--- src/rtl/adc_pkg.sv ---
// Shared types and defaults for the ADC conversion datapath.
package adc_pkg;

  localparam int ADC_CNT_W = 6;

  typedef enum logic [1:0] {
    IDLE  = 2'd0,
    COUNT = 2'd1,
    HOLD  = 2'd2
  } conv_state_t;

endpackage

--- src/rtl/cnt_core.sv ---
// Strobe-gated conversion counter with sync clear and terminal-count flag.
module cnt_core
  import adc_pkg::*;
#(
  parameter int WIDTH    = ADC_CNT_W,
  parameter int SATURATE = 1,
  parameter int MAX_CNT  = 2**WIDTH - 1
) (
  input  logic             clk,
  input  logic             rst_l,
  input  logic             clr,
  input  logic             inc,
  output logic [WIDTH-1:0] cnt,
  output logic             tc
);

  localparam logic [WIDTH-1:0] MAX_V = WIDTH'(MAX_CNT);

  assign tc = (cnt == MAX_V);

  // At terminal count: hold in saturate mode, otherwise wrap to zero.
  always_ff @(posedge clk or negedge rst_l) begin
    if (!rst_l) begin
      cnt <= '0;
    end else if (clr) begin
      cnt <= '0;
    end else if (inc) begin
      if (!tc) begin
        cnt <= cnt + 1'b1;
      end else if (SATURATE == 0) begin
        cnt <= '0;
      end
    end
  end

endmodule

--- src/rtl/conv_counter.sv ---
// Conversion counter: FSM, result capture and valid/ready hand-off.
// state | meaning
// IDLE  | waiting for start, counter frozen
// COUNT | counting strobe-qualified cycles until stop/terminal count/abort
// HOLD  | result presented with res_valid until consumed or aborted
module conv_counter
  import adc_pkg::*;
#(
  parameter int WIDTH    = ADC_CNT_W,
  parameter int SATURATE = 1,
  parameter int MAX_CNT  = 2**WIDTH - 1
) (
  input  logic             clk,
  input  logic             rst_l,
  input  logic             strb,
  input  logic             cnt_en,
  input  logic             start,
  input  logic             stop,
  input  logic             abort,
  output logic [WIDTH-1:0] cnt,
  output logic             busy,
  output logic [WIDTH-1:0] result,
  output logic             res_ovf,
  output logic             res_valid,
  input  logic             res_ready
);

  conv_state_t      state, state_nxt;
  logic             ovf, ovf_nxt;
  logic             valid_nxt;
  logic             clr, inc, tc, cap, cap_ovf;

  cnt_core #(
    .WIDTH    (WIDTH),
    .SATURATE (SATURATE),
    .MAX_CNT  (MAX_CNT)
  ) u_cnt_core (
    .clk   (clk),
    .rst_l (rst_l),
    .clr   (clr),
    .inc   (inc),
    .cnt   (cnt),
    .tc    (tc)
  );

  always_ff @(posedge clk or negedge rst_l) begin
    if (!rst_l) begin
      state     <= IDLE;
      ovf       <= 1'b0;
      result    <= '0;
      res_ovf   <= 1'b0;
      res_valid <= 1'b0;
    end else begin
      state     <= state_nxt;
      ovf       <= ovf_nxt;
      res_valid <= valid_nxt;
      if (cap) begin
        result  <= cnt;
        res_ovf <= cap_ovf;
      end
    end
  end

  always_comb begin
    state_nxt = state;
    ovf_nxt   = ovf;
    valid_nxt = res_valid;
    clr       = 1'b0;
    inc       = 1'b0;
    cap       = 1'b0;
    cap_ovf   = ovf;
    unique case (state)
      IDLE: begin
        if (start) begin
          state_nxt = COUNT;
          clr       = 1'b1;
          ovf_nxt   = 1'b0;
        end
      end
      COUNT: begin
        if (abort) begin
          state_nxt = IDLE;
          clr       = 1'b1;
          ovf_nxt   = 1'b0;
        end else if (stop) begin
          // capture the pre-increment value; no count on the stop cycle
          state_nxt = HOLD;
          cap       = 1'b1;
          valid_nxt = 1'b1;
        end else if (start) begin
          clr       = 1'b1;
          ovf_nxt   = 1'b0;
        end else if (strb && cnt_en) begin
          inc = 1'b1;
          if (tc && (SATURATE != 0)) begin
            state_nxt = HOLD;
            cap       = 1'b1;
            cap_ovf   = 1'b1;
            valid_nxt = 1'b1;
          end else if (tc) begin
            ovf_nxt = 1'b1;
          end
        end
      end
      HOLD: begin
        if (abort) begin
          state_nxt = IDLE;
          valid_nxt = 1'b0;
        end else if (res_ready) begin
          valid_nxt = 1'b0;
          if (start) begin
            state_nxt = COUNT;
            clr       = 1'b1;
            ovf_nxt   = 1'b0;
          end else begin
            state_nxt = IDLE;
          end
        end
      end
      default: state_nxt = IDLE;
    endcase
  end

  assign busy = (state == COUNT);

endmodule
--- config.mk ---
export PLATFORM = sky130hd
export DESIGN_NAME = conv_counter
export DESIGN_NICKNAME = d
export VERILOG_FILES = /design/src/rtl/adc_pkg.sv /design/src/rtl/cnt_core.sv /design/src/rtl/conv_counter.sv
export SDC_FILE = /design/constraint.sdc
export NUM_CORES = 1
export LEC_CHECK = 0
export ABC_AREA = 1
export CAP_MARGIN = 20
export CORE_MARGIN = 3
export CORE_UTILIZATION = 53
export DETAILED_ROUTE_END_ITERATION = 8
export PLACE_DENSITY_LB_ADDON = 0.12
export REMOVE_ABC_BUFFERS = 1
export SYNTH_ARGS = -nofsm -noshare
export SYNTH_HDL_FRONTEND = slang
export SYNTH_SLANG_ARGS = --single-unit
--- constraint.sdc ---
create_clock -name clk -period 3.2 [get_ports clk]
set_clock_uncertainty 0.2 [all_clocks]
set_input_delay 0.48 -clock clk [delete_from_list [all_inputs] [get_ports clk]]
set_output_delay 0.48 -clock clk [all_outputs]
set_load 0.005 [all_outputs]
### Word level (Yosys, flattened, before mapping)

Cells that the tools add are included.

* register bits: 17
* output and inout bits: 15

* $add $sub $neg: 1
* muxes and demuxes: 50
* reductions and logical operators: 9
* equal/unequal tests: 16

Operator list (count)
* $mux W1: 35
* $mux W6: 3
* $mux W2: 8
* $ne A2 B2 Y1 const B: 5
* $ne A3 B3 Y1 const B: 3
* $ne A4 B3 Y1 const B: 2
* $add A6 B1 Y6 const B: 1
* $eq A6 B6 Y1 const B: 1
* $ne A3 B2 Y1 const B: 2
* $pmux W1 S3: 2
* $pmux W2 S3: 1
* $reduce_and A6 Y1: 1
* $reduce_and A5 Y1: 1
* $ne A4 B4 Y1 const B: 1
* $reduce_and A4 Y1: 1
* $reduce_bool A2 Y1: 2
* $reduce_bool A3 Y1: 1
* $eq A2 B1 Y1 const B: 1
* $eq A2 B2 Y1 const B: 1
* $logic_not A2 Y1: 1
* $pmux W1 S2: 1
* $reduce_and A2 Y1: 1
* $logic_and A1 B1 Y1: 1

### Logic depth before layout (Yosys ltp)

* word-level depth: 8
* depth in mapped cells: 9

### Modules after synthesis

A second synthesis with hierarchy kept.

* cells, all modules: 128
* area total of the unflattened synthesis: 997.2 um^2

Modules (own cells, without submodules)
* conv_counter: cells each 75, instances 1, area each 598.1 um^2
* cnt_core: cells each 53, instances 1, area each 399.1 um^2

### Least setup slack after synthesis

No wires, ideal clock.

* path type: register -> register
* from: reg u_cnt_core.cnt[0]
* to: reg result[5]
* stages on the path, launching flop included: 10
* slack: 1529 ps
* path buffers: 1
* library setup time: 117 ps
* data arrival time: 1353 ps
* data required time: 2883 ps
* path through: dfrtp_1 > ha_1 > nand3_2 > nor2_4 > nand3_2 > nand2_4 > inv_2 > buf_6 > nand2_2 > o21ai_2

* longest elaborated chain between the ends: 7

RTL lines
* from (decl): RTL line cnt_core.sv:13 `output logic [WIDTH-1:0] cnt,`
* from (signal assigned): RTL line cnt_core.sv:29 `cnt <= cnt + 1'b1;`
* $eq A6 B6 Y1: RTL line cnt_core.sv:19 `assign tc = (cnt == MAX_V);`
* $mux W1: RTL line conv_counter.sv:95 `if (tc && (SATURATE != 0)) begin`
* $mux W1: RTL line conv_counter.sv:93 `end else if (strb && cnt_en) begin`
* $mux W1: RTL line conv_counter.sv:90 `end else if (start) begin`
* $mux W1: RTL line conv_counter.sv:85 `end else if (stop) begin`
* $mux W1: RTL line conv_counter.sv:81 `if (abort) begin`
* $mux W1: RTL line conv_counter.sv:72 `unique case (state)`
* to (signal assigned): RTL line conv_counter.sv:58 `result <= cnt;`
* to (decl): RTL line conv_counter.sv:22 `output logic [WIDTH-1:0] result,`

Every way passes these cells.
A chain may end at the register's enable or synchronous reset.

### Final worst setup path

* from: reg state[0]
* to: out busy

* longest elaborated chain between the ends: 1

RTL lines
* from (decl): RTL line conv_counter.sv:28 `conv_state_t state, state_nxt;`
* from (signal assigned): RTL line conv_counter.sv:54 `state <= state_nxt;`
* $eq A2 B1 Y1: RTL line conv_counter.sv:124 `assign busy = (state == COUNT);`
* to (decl): RTL line conv_counter.sv:21 `output logic busy,`

Every way passes these cells.

==> run_results.csv <==
group,metric,value,unit
run_status,outcome,"finished, final reports clean",
place,globalplace.congestion,0.850,
worst_setup_path,crit_slowest_cell,"clkdlybuf4s50_1",
drt,routed_wl,2.20,mm
drt,vias_per_cell,5.13,
clock_network,cts.sinks,17,
place,pre_cts_slack,1.01,ns
cells_and_area,drive_gt1_frac,0.120,
logic_synthesis,netlist_area,1030,sq um
grt,first_global_vias,888,
cells_and_area,final_nets,177,
sta,finalCriticalPeriod,2.27,ns
clock_network,cts_setup_buffers,0,
clock_network,cts_root_buf,"clkbuf_4",
worst_setup_path,critPathMaxStageDelay,0.54,ns
sta,tns,0,ns
drt,first_pass_iters,4,
drt,drc,0,
floorplanning,std_cell_rows,15,
drt,postRouteAntennaNets,0,
cells_and_area,syn_to_final_growth,25.8,%
logic_synthesis,netlist_instances,142,
sta,relSlewSlack,0.520,
drt,wl_per_cell,11.4,um
clock_network,hold_buffers,0,
worst_setup_path,worstPathRequired,2.52,ns
sta,setup_viol,0,
sta,rsz0062_at_grt,"no",
clock_network,clkSlewWorstSetupHoldPaths,0.09,ns
grt,grt_pass1_wl,3.80,mm
pwr,power_density,533,nW/um^2
sta,worst_slack,0.931,ns
place,dp_hpwl,1.75,mm
worst_setup_path,crit_fanout,7,
pwr,p_leak,0.654,nW
logic_synthesis,yosys_register_bits,17,
clock_network,clock_latency,0.29,ns
clock_network,cts-buffers-inserted,3,
job,drv_cap,0,
sta,finalCritPeriodShare,0.709,
hold_path,hold_path_class,"reg2reg",
logic_synthesis,syn_area_per_cell,7.29,sq um
clock_network,htreeDepth,1,
floorplanning,dieArea,2520,sq um
clock_network,clock_path_buffers,2,
worst_setup_path,end_kind,"output port",
grt,grt.overflow.total,0,
cells_and_area,diodes,0,
logic_synthesis,synth_cell_types,21,
sta,max_freq,441,MHz
sta,hold_viol_final,0,
worst_setup_path,critPathKind,"reg2out",
sta,final_max_slew_viol_count,0,
pwr,ir_drop,0.000311,V
logic_synthesis,ys_warn_count,0,
place,io_buffers,22,
grt,grt_use_total,0.200,
worst_setup_path,critPathTopFamily,"buffers and inverters",
worst_setup_path,crit_chain,"inv_2 > nor2_4 > clkdlybuf4s50_1",
floorplanning,die_w,50.2,um
floorplanning,start_util,0.580,
worst_setup_path,arrival,1.59,ns
grt,antenna_found_initial,0,
logic_synthesis,synth_sequential_area_ratio,0.411,
worst_setup_path,start_kind,"flop",
clock_network,cts_resized,0,
floorplanning,die_h,50.2,um
drt,vias,984,
drt,drtIter0Drc,21,
worst_setup_path,path_buf_inv,2,
floorplanning,ios,23,
grt,grt_max_degree,18,
floorplanning,core_area,1780,sq um
sta,worst_pin_slew,0.717,ns
clock_network,cts_tree,"yes",
==> where the power goes <==
group	internal, W	leakage (nW)	total [W]	switching, W
combinational	0.000129	0.408	0.000286	0.000157
sequential	0.000251	0.230	0.000293	0.0000421
clock	0.0000485	0.0150	0.000115	0.0000667
==> Yosys cell counts <==
| master | n | area share |
|---|---|---|
| nor2_1 | 14 | 0.051 |
| nor2_4 | 2 | 0.022 |
| o21ai_0 | 2 | 0.0097 |
| nand2_2 | 1 | 0.0060 |
| nand4_1 | 3 | 0.018 |
| nand3_2 | 4 | 0.039 |
| nand3_1 | 10 | 0.048 |
| xor2_1 | 2 | 0.017 |
| a21oi_2 | 1 | 0.0085 |
| ha_1 | 1 | 0.012 |
| buf_6 | 1 | 0.011 |
| o21ai_1 | 1 | 0.0048 |
| nand3_4 | 1 | 0.017 |
| dfrtp_1 | 17 | 0.41 |
| o21bai_1 | 1 | 0.0073 |
| inv_1 | 13 | 0.047 |
| inv_2 | 3 | 0.011 |
| nand2_1 | 60 | 0.22 |
| nor2_2 | 1 | 0.0060 |
| nand2_4 | 1 | 0.011 |
| o21ai_2 | 3 | 0.025 |
==> worst min-delay path, delay by kind of cell (launching register included) <==
family,cells,cell delay [ns]
flip-flops,1,0.36
AND/OR/NAND/NOR,2,0.10
==> registers in the layout, indices dropped and copies added, names as in the netlist <==
register and count:
res_valid 1, res_ovf 1, state 2, result 6, ovf 1, u_cnt_core.cnt 6
==> metrics by stage <==
stage	util	cell area [sq um]	hold WS, ns	std cells	total power, W
global route	0.730	1300	0.308	192	0.000746
CTS	0.730	1300	0.289	192	0.000702
floorplan	-	1020	-0.0156	141	0.000461
finish	0.730	1300	0.281	192	0.000694
detailed placement	0.715	1270	0.266	188	0.000586
global placement	0.715	1270	0.255	188	0.000575
==> path summary, 6_finish.rpt <==
check / start / endpoint / slack, ns / depth (start not counted)
max: state[0]$_DFFE_PN0P_ / busy / 0.93 / 3
min: res_valid$_DFFE_PN0P_ / res_valid$_DFFE_PN0P_ / 0.28 / 2
max reg2reg: u_cnt_core.cnt[0]$_DFFE_PN0P_ / u_cnt_core.cnt[1]$_DFFE_PN0P_ / 1.38 / 7
min reg2reg: res_valid$_DFFE_PN0P_ / res_valid$_DFFE_PN0P_ / 0.28 / 2
max in group asynchronous: rst_l / ovf$_DFFE_PN0P_ / 1.94 / 1
min in group asynchronous: rst_l / result[3]$_DFFE_PN0P_ / 0.41 / 1
==> per-layer routing <==
metal / up-vias / GRT usage / part of all wire / wire length (um)
li1: 501 / - / - / -
met5: - / 0 / 0 / 0
met3: 4 / 0.0475 / 0.046 / 102
met4: 0 / 0.0968 / 0.014 / 31
met2: 28 / 0.322 / 0.49 / 1070
met1: 451 / 0.249 / 0.45 / 995
==> placed cells by master (no fill, tap or decap) <==
| cell | n |
|---|---|
| dfrtp_1 | 17 |
| nor2_4 | 2 |
| clkdlybuf4s50_1 | 22 |
| nand3_2 | 4 |
| inv_2 | 3 |
| nand2_4 | 1 |
| ha_1 | 1 |
| a21oi_2 | 1 |
| o21ai_0 | 2 |
| o21ai_1 | 1 |
| nand4_1 | 3 |
| o21bai_1 | 1 |
| nor2_1 | 14 |
| nand2_1 | 60 |
| nand2_2 | 1 |
| nor2_2 | 1 |
| xor2_1 | 2 |
| nand3_4 | 1 |
| clkbuf_4 | 3 |
| o21ai_2 | 3 |
| clkbuf_1 | 1 |
| nand3_1 | 10 |
| inv_1 | 13 |
==> cell type report <==
cell class,instances,area (sq um)
multi-input combinational,108,538
fill,154,482
sequential,17,425
timing repair buffer,22,220
inverter,16,60.1
tap,25,31.3
clock buffer,4,26.3
==> logic make-up (layout without fill, tap and decap cells) <==
logic type	Yosys count	in the layout	share of synthesized area
simple gates	97	97	0.435
fa+ha+maj	1	1	0.0121
xor+xnor	2	2	0.0169
compound gates	8	8	0.0556
flops	17	17	0.411
buf+inv	17	42	0.0689
Power figures use the tool's default switching activity.
==> edit, RTL diff (same flow settings) <==
Re-encode `conv_state_t` (3 states) as one-hot, 3 bits wide.
--- a/src/rtl/adc_pkg.sv
+++ b/src/rtl/adc_pkg.sv
@@ -5,6 +5,6 @@
 
-  typedef enum logic [1:0] {
-    IDLE  = 2'd0,
-    COUNT = 2'd1,
-    HOLD  = 2'd2
+  typedef enum logic [2:0] {
+    IDLE  = 3'b001,
+    COUNT = 3'b010,
+    HOLD  = 3'b100
   } conv_state_t;
Behaviour: no difference found for any inputs over 10 cycles, from zero or initial values and one cycle with rst_l low; not proved beyond that.
==> edit against the unedited design <==
  * Synthesized area grew 8.3%
  * Routed wire length increased by 9.6%
  * Sequential cell count up 1
  * Maximum frequency grew 1.1%
  * Worst setup slack better by 25 ps
  * Design area is 7.6% higher
  * Power grew 5.9%
  * Core utilization down 2.3 points
  * Final cell count increased by 4.2%
  * Count of clock-buffer cells in the layout stayed put
  * Largest cell class unchanged
==> edit: results (changes against the unedited design) <==
status=completed; type of the worst setup path=register to output port; hpwl dp=1870 µm (+6.8%); Max Freq=446 MHz (+1.1%); Nets=183 (+3.4%); Top Registers=result (6), u_cnt_core.cnt (6), state (3); sequential fraction of the synthesis area=0.403 (-0.00822); final wirelength=2410 µm (+9.6%); syn_area_per_cell=7.57 µm² (+4.0%); ranking of synthesized cells by area=dfrtp_1 (38%), nand2_1 (17%), inv_1 (5.4%), nand4_1 (4.5%), nor2_1 (4.4%); maximum VDD drop=0.376 mV (+21%); CTS clk-pin slew, worst paths=100 ps; largest net degree at the start of global routing=19 (+1); DRT iter0 DRCs=47 (+120%); overall routing resource usage=0.204 (+0.00403); maximum fanout along the worst path=6 (-1); Post-synth top cells=nand2_1 (52), dfrtp_1 (17), inv_1 (16), nor2_1 (13), nand3_1 (9); Rel. slew slack=0.466 (-0.0545); via count=1,062 (+7.9%); Fillers=169 (+9.7%); Setup crit start=state[1]; hold path endpoint=result[1]; dpl ws=1020 ps (+9.01 ps); first-pass GRT wire length=4090 µm (+7.8%); FF-to-FF End=result[3]; Critical Path AT=1560 ps (-30 ps); Yosys cell types=23 (+9.5%); Placer Congestion=0.832 (-2.1%); drt via density=5.31 (+3.6%); Num CTS Buffers=3 (unchanged); origin of the worst min-delay path=result[1]; Pre-antenna DRT Iters=5 (+1); Leak=0.705 nW (+7.9%)
[edit: layout make-up]
class                   instances  area [µm²]  share of cell area
inverters                      19        71.3              0.0509
multi-input cells             110         587               0.419
flip-flops and latches         18         452               0.323
clock buffers                   4        36.3              0.0259
well taps                      27        33.8              0.0241
repair buffers                 22         220               0.157
[edit: worst max-delay path, stage by stage, from the launching register on]
cell and delay, ps:
dfrtp_1 440, nand2_2 90, nor2_4 190, clkdlybuf4s50_1 540
[edit: cells by family after synthesis]
logic type	Yosys count	synth area share
AO/OA/AOI/OAI	14	0.0871
adder cells (fa/ha/maj)	1	0.0112
XOR/XNOR	1	0.00781
flip-flops	18	0.403
AND/OR/NAND/NOR	94	0.417
buffers and inverters	20	0.0737
[edit: metrics by stage]
step	instance area (µm²)	total power, mW	hold slack (ps)
2_1_floorplan	1110	0.483	-15.6
5_1_grt	1400	0.784	316
4_1_cts	1400	0.740	290
3_3_place_gp	1360	0.588	254
3_5_place_dp	1360	0.596	265
6_report	1400	0.735	284
[edit: power by group]
| group | internal, mW | leakage [nW] | total [mW] | switching (mW) |
|---|---|---|---|---|
| Clock | 0.0694 | 0.0210 | 0.142 | 0.0726 |
| Combinational | 0.124 | 0.441 | 0.281 | 0.156 |
| Sequential | 0.271 | 0.243 | 0.313 | 0.0416 |
| Total | 0.465 | 0.705 | 0.735 | 0.270 |
[edit: routing by layer]
layer,share of wire,wire [µm],GRT usage
met5,0,0,0
met4,0.012,30,0.0655
met3,0.055,133,0.0344
met2,0.47,1130,0.343
met1,0.46,1110,0.263
